$ cat src/rtl/sync_fifo_flags.sv
// Single-clock FIFO with occupancy count, almost-full/empty thresholds,
// sticky overflow/underflow and selectable registered or fall-through read.
module sync_fifo_flags #(
  parameter int WIDTH     = 8,
  parameter int DEPTH     = 16,
  parameter int AF_THRESH = DEPTH - 2,
  parameter int AE_THRESH = 2,
  parameter int FWFT      = 0
) (
  input  logic                       clk,
  input  logic                       rst,
  input  logic [WIDTH-1:0]           data_in,
  input  logic                       write_en,
  input  logic                       read_en,
  input  logic                       clr_err,
  output logic [WIDTH-1:0]           data_out,
  output logic                       fifo_full,
  output logic                       fifo_empty,
  output logic                       almost_full,
  output logic                       almost_empty,
  output logic [$clog2(DEPTH+1)-1:0] fifo_count,
  output logic                       overflow,
  output logic                       underflow
);

  localparam int PW = (DEPTH > 1) ? $clog2(DEPTH) : 1;
  localparam int CW = $clog2(DEPTH + 1);
  localparam logic [PW-1:0] PTR_LAST = PW'(DEPTH - 1);
  localparam logic [CW-1:0] CNT_FULL = CW'(DEPTH);

  logic [WIDTH-1:0] mem [DEPTH];
  logic [PW-1:0]    write_ptr;
  logic [PW-1:0]    read_ptr;
  logic [CW-1:0]    count;
  logic             wr_acc;
  logic             rd_acc;

  // Explicit wrap so non-power-of-two depths never index past the last entry.
  function automatic logic [PW-1:0] ptr_next(input logic [PW-1:0] p);
    return (p == PTR_LAST) ? '0 : p + PW'(1);
  endfunction

  assign fifo_full    = (count == CNT_FULL);
  assign fifo_empty   = (count == '0);
  assign almost_full  = (int'(count) >= AF_THRESH);
  assign almost_empty = (int'(count) <= AE_THRESH);
  assign fifo_count   = count;

  assign wr_acc = write_en & ~fifo_full;
  assign rd_acc = read_en & ~fifo_empty;

  always_ff @(posedge clk or posedge rst) begin
    if (rst) begin
      write_ptr <= '0;
      read_ptr  <= '0;
      count     <= '0;
      overflow  <= 1'b0;
      underflow <= 1'b0;
    end else begin
      if (wr_acc) write_ptr <= ptr_next(write_ptr);
      if (rd_acc) read_ptr  <= ptr_next(read_ptr);
      case ({wr_acc, rd_acc})
        2'b10:   count <= count + CW'(1);
        2'b01:   count <= count - CW'(1);
        default: count <= count;
      endcase
      // A new error on the same edge as clr_err keeps the flag set.
      if (write_en && fifo_full) overflow <= 1'b1;
      else if (clr_err)          overflow <= 1'b0;
      if (read_en && fifo_empty) underflow <= 1'b1;
      else if (clr_err)          underflow <= 1'b0;
    end
  end

  always_ff @(posedge clk) begin
    if (wr_acc) mem[write_ptr] <= data_in;
  end

  generate
    if (FWFT != 0) begin : g_fwft
      assign data_out = mem[read_ptr];
    end else begin : g_reg
      always_ff @(posedge clk or posedge rst) begin
        if (rst)         data_out <= '0;
        else if (rd_acc) data_out <= mem[read_ptr];
      end
    end
  endgenerate

endmodule

$ cat config.mk
export PLATFORM = sky130hd
export DESIGN_NAME = sync_fifo_flags
export DESIGN_NICKNAME = d
export VERILOG_FILES = /design/src/rtl/sync_fifo_flags.sv
export SDC_FILE = /design/constraint.sdc
export NUM_CORES = 1
export LEC_CHECK = 0
export ABC_AREA = 1
export CORE_UTILIZATION = 40
export DETAILED_ROUTE_END_ITERATION = 8
export SETUP_SLACK_MARGIN = 0.3
export SLEW_MARGIN = 0
export SYNTH_ARGS = -nofsm -noshare
export SYNTH_HDL_FRONTEND = slang
export SYNTH_SLANG_ARGS = --single-unit
export TNS_END_PERCENT = 20
$ cat constraint.sdc
create_clock -name clk -period 2.45 [get_ports clk]
set_input_delay 0.49 -clock clk [delete_from_list [all_inputs] [get_ports clk]]
set_output_delay 0.49 -clock clk [all_outputs]
set_load 0.05 [all_outputs]
; ---- Yosys cells after proc, flatten, opt, wreduce, memory -nomap -nowiden
; Memory sizes are Yosys's and may differ from the RTL's. A register that Yosys moved wholly into a read port is not among the register bits.
; Cells that the tools add are included.
[word_totals]
regBits = 15
latch_bits = 0
mem_bits_rw = 128
romBits = 0
inputBits = 13
out_inout_bits = 19
wordCells = 35
memories = 1
[op_classes]
addsub = 4
n_mul = 0
div = 0
n_lt_le_gt_ge = 2
eq_ne = 5
shifts = 0
n_mux = 8
bitwise = 4
reduce_logical = 6
[memory_table]
columns = name, words, word_bits, rd, rd_clocked_by_memory_dff, wr, line
row1 = mem, 16, 8, 1, 1, 1, 31  ; logic [WIDTH-1:0] mem [DEPTH];
[ops]
columns = operator, n
row1 = 5-bit case mux with 2 select lines, 1
row2 = "4-bit by 1-bit adder with 4-bit output, second input constant", 2
row3 = "4-bit == test, second input constant", 2
row4 = 4-bit 2-to-1 mux, 2
row5 = 2-bit nonzero test, 3
row6 = "5-bit by 1-bit adder with 5-bit output, second input constant", 1
row7 = "5-bit == test, second input constant", 1
row8 = "5-bit by 4-bit >= comparator with 1-bit output, second input constant", 1
row9 = "5-bit by 2-bit <= comparator with 1-bit output, second input constant", 1
row10 = 5-bit logical NOT, 1
row11 = 1-bit 2-to-1 mux, 5
row12 = "5-bit by 1-bit subtractor with 5-bit output, second input constant", 1
row13 = 1-bit bitwise AND, 2
row14 = "2-bit by 1-bit == test with 1-bit output, second input constant", 1
row15 = "2-bit == test, second input constant", 1
row16 = 1-bit logical AND, 2
row17 = 1-bit NOT, 2

; ---- Depth between registers and ports, before layout
[logic_depth]
depth_word = 5
mapped_depth = 16
mapped_depth_nobuf = 15

; ---- Least setup slack after synthesis
; Ideal clock, no wire load.
[synth_path]
path_kind = reg2reg
startpoint = reg count[4], in the netlist fifo_count[4]
endpoint = reg count[4], in the netlist fifo_count[4]
setup_ns = 0.127
arrival_ns = 2.321
required_ns = 2.323
slack_ns = 0.002
stages_incl_launch_ff = 16
path_buffers = 1
synth_period_minus_slack_ns = 2.448
path_cell_list = dfrtp_1 -> inv_1 -> nand3_1 -> nand2_1 -> inv_2 -> buf_2 -> ha_1 -> xor2_1 -> ha_1 -> inv_1 -> nand2_1 -> nand3_1 -> nand3b_1 -> nand2_1 -> nand2_1 -> o21ai_0
[synth_via]
elab_chain_len = 5
elab_cells_between_ends = 12
classes_between = add/sub (2) / eq/ne (3) / mux (1) / bitwise (4) / reduce/logical (2)
[synth_rtl]
columns = item, line
row1 = from (decl), 34  ; logic [CW-1:0] count;
row2 = from (signal assigned), 63  ; 2'b10: count <= count + CW'(1);
row3 = from (signal assigned), 64  ; 2'b01: count <= count - CW'(1);
row4 = from (signal assigned), 65  ; default: count <= count;
row5 = 5-bit logical NOT (*), 44  ; assign fifo_empty = (count == '0);
row6 = 1-bit NOT (*), 50  ; assign rd_acc = read_en & ~fifo_empty;
row7 = 1-bit bitwise AND (*), 50
row8 = via rd_acc, 36  ; logic rd_acc;
row9 = 2-bit by 1-bit == test with 1-bit output / 2-bit == test (equally long branches), 62  ; case ({wr_acc, rd_acc})
row10 = 5-bit case mux with 2 select lines / 2-bit nonzero test (equally long branches), n/a
; Mark *: on every way through the listed nets, which the timed path passes. The rest lies on a longest branch.
; A chain may end at the register's enable or synchronous reset.

; ---- Worst setup path in the final report
[layout_path]
startpoint = reg count[1], in the netlist fifo_count[1]
endpoint = out fifo_count[1]
[layout_rtl]
columns = item, line
row1 = to (decl), 21  ; output logic [$clog2(DEPTH+1)-1:0] fifo_count,
; No word-level cell between the ends.

==> metrics.cfg <==
[worst_setup_path]
cp_slowest_cell=clkdlybuf4s50_1
worstSetupStartpointType=flip-flop
max_stage_delay_ns=0.83
arrival_ns=1.71
r2r_cells=13
required_ns=1.96
critPathTopFamily=buffers and inverters
critPathCaptureType=primary output
path_buf_inv=1
cp_max_fo=7
path_cells=clkdlybuf4s50_1
cp.depth=1
path_class=reg -> out

[place]
hpwl_um=10500
place.gp.congestion=0.823
portBuffers=31

[job]
cap_viol_max_count=0

[synth]
ys_ff_latch=151
synth_nets=742
ys_types=22
avgSynthCellArea_um2=9.52
yosysWarnings=0
syn_inst=720
netlist_area_um2=6850
seq_area_frac_synth_pct=64.5

[global_route]
antenna_found_initial=0
grt_pass1_wl_um=25600
globalRouteTotalUtil_pct=19.6
grt_pass1_vias=4893
grt_max_degree=67
gr-total-overflow=0

[floorplanning]
die_h_um=133
die_area_um2=17700
design.core.area_um2=16600
fp.dieW_um=133
start_util_pct=41.2
num_io_pins=32
num_rows=47

[timing]
relSlewSlack_pct=49.8
timing.fmax_ghz=0.455
period_needed_ns=2.20
setup_viol=0
tightest_slew_ns=0.753
finalHoldViolCount=0
finalClockSkew_ns=0.00653
rsz0062_at_grt=yes
slew_viol_final=0
fin_crit_sh_pct=89.6
tns_ns=0

[drt]
vias=4864
first_pass_iters=5
drc=0
wl_per_cell_um=15.7
vias_per_cell=4.83
drt_iter0_markers=295
ant_nets=0
routed_wl_um=15800

[layout]
syn_to_final_growth_pct=20.0
drive_above_1_share_pct=10.2
num-fill-cells=1514
antennaDiodeCount=0
final_common_cell=nand2_1
final_core_util_pct=49.4
final_net_count=797
layout_common_cells=nand2_1 (227), inv_1 (132), edfxtp_1 (128), nand3_1 (83), nor2_1 (60)
multi_input_area_um2=1810
seqCellArea_um2=4430

[clock_tree]
clk_latency_ns=0.43
cts_root_buf=clkbuf_16
cts_buffer_depth=2
htree_levels=4
clk_pin_slew_worst_paths_ns=0.06
cts_buffers=17
cts_sinks=151
cts_setup_buffers=0
postCtsHoldBufs=0
cts-resized-gates=6
cts_tree=done

[power_and_ir_drop]
clkPwrFrac_pct=29.2
powerDensity_nw_per_um2=1220
internal_power_mw=6.19
seq_power_share_pct=34.9
p_leak_nw=3.70
p_sw_mw=3.80
switching_share_pct=38.0
combPwrFrac_pct=35.9
max-vdd-ir-drop_mv=0.565

[status]
status=finished, final reports clean

[min_path]
hp-class=in -> async

## synth_stat cells
cell type	instances	area, um^2
nand2_1	228	856
inv_1	132	495
edfxtp_1	128	3840
nand3_1	84	420
nor2_1	62	233
dfrtp_1	23	576
buf_2	16	80.1
o21ai_0	11	55.1
ha_1	9	113
buf_4	7	52.6
xnor2_1	4	35.0
inv_2	3	11.3
clkbuf_1	2	7.51
nor3_1	2	10.0
xor2_1	2	17.5
a21boi_0	1	7.51
a21oi_1	1	5.00
buf_6	1	11.3
clkinv_1	1	3.75
nand3b_1	1	7.51
nor2_2	1	6.26
o21bai_1	1	7.51
## metal layers
metal	share of wire [%]	global-route usage, %
met5	0	0
met4	2.0	8.05
met3	4.9	4.79
met2	49	32.0
met1	44	25.0
## worst reg2reg max path: cells and delay by family, from the launching register on
family,cells,cell delay (ns)
compound gates,1,0.06
flops,1,0.46
fa+ha+maj,2,0.37
xor+xnor,1,0.21
simple gates,8,0.81
buf+inv,1,0.04
## cell type report
type | instances | share of cell area (%)
clock inverter | 13 | 2.78
multi-input combinational | 407 | 22.0
sequential | 151 | 53.8
inverter | 136 | 6.21
tap | 220 | 3.35
timing repair buffer | 62 | 6.63
clock buffer | 18 | 5.22
## power groups by stage
stage / sequential, mW / clock (mW) / combinational, mW
finish: 3.49 / 2.92 / 3.59
global placement: 3.53 / 0 / 3.51
global route: 3.54 / 3.06 / 3.97
detailed placement: 3.55 / 0 / 3.60
floorplan: 3.82 / 0 / 2.22
CTS: 3.49 / 2.96 / 3.60
## worst paths after layout
check	startpoint	to	slack (ns)
worst max-delay path	fifo_count[1]$_DFFE_PP0P_	fifo_count[1]	0.25
worst min-delay path	rst	fifo_count[0]$_DFFE_PP0P_	0.41
worst max register to register	fifo_count[0]$_DFFE_PP0P_	fifo_count[4]$_DFFE_PP0P_	0.38
worst min register to register	overflow$_DFFE_PP0P_	overflow$_DFFE_PP0P_	0.52
max in group asynchronous	rst	fifo_count[2]$_DFFE_PP0P_	1.78
min in group clk	overflow$_DFFE_PP0P_	overflow$_DFFE_PP0P_	0.52
## flip-flops by register name (all words and copies together) (netlist names)
register and count:
data_out 8, fifo_count 5, mem 128, overflow 1
read_ptr 4, underflow 1, write_ptr 4
## through the flow
step / setup WS (ns) / power [mW] / area (um^2) / std cells / hold slack (ns)
after global routing: 0.180 / 10.6 / 8220 / 1007 / 0.428
final: 0.254 / 9.99 / 8220 / 1007 / 0.411
after global placement: 0.155 / 7.05 / 7570 / 976 / 0.511
after detailed placement: 0.109 / 7.15 / 7570 / 976 / 0.515
after floorplan: 0.302 / 6.04 / 6890 / 720 / 0.492
after CTS: 0.170 / 10.1 / 8220 / 1007 / 0.411
## cell families after synthesis
family | synth area share, %
xor+xnor | 0.767
simple gates | 22.4
fa+ha+maj | 1.64
flops | 64.5
compound gates | 1.10
buf+inv | 9.66
(Power assumes the default switching activity.)
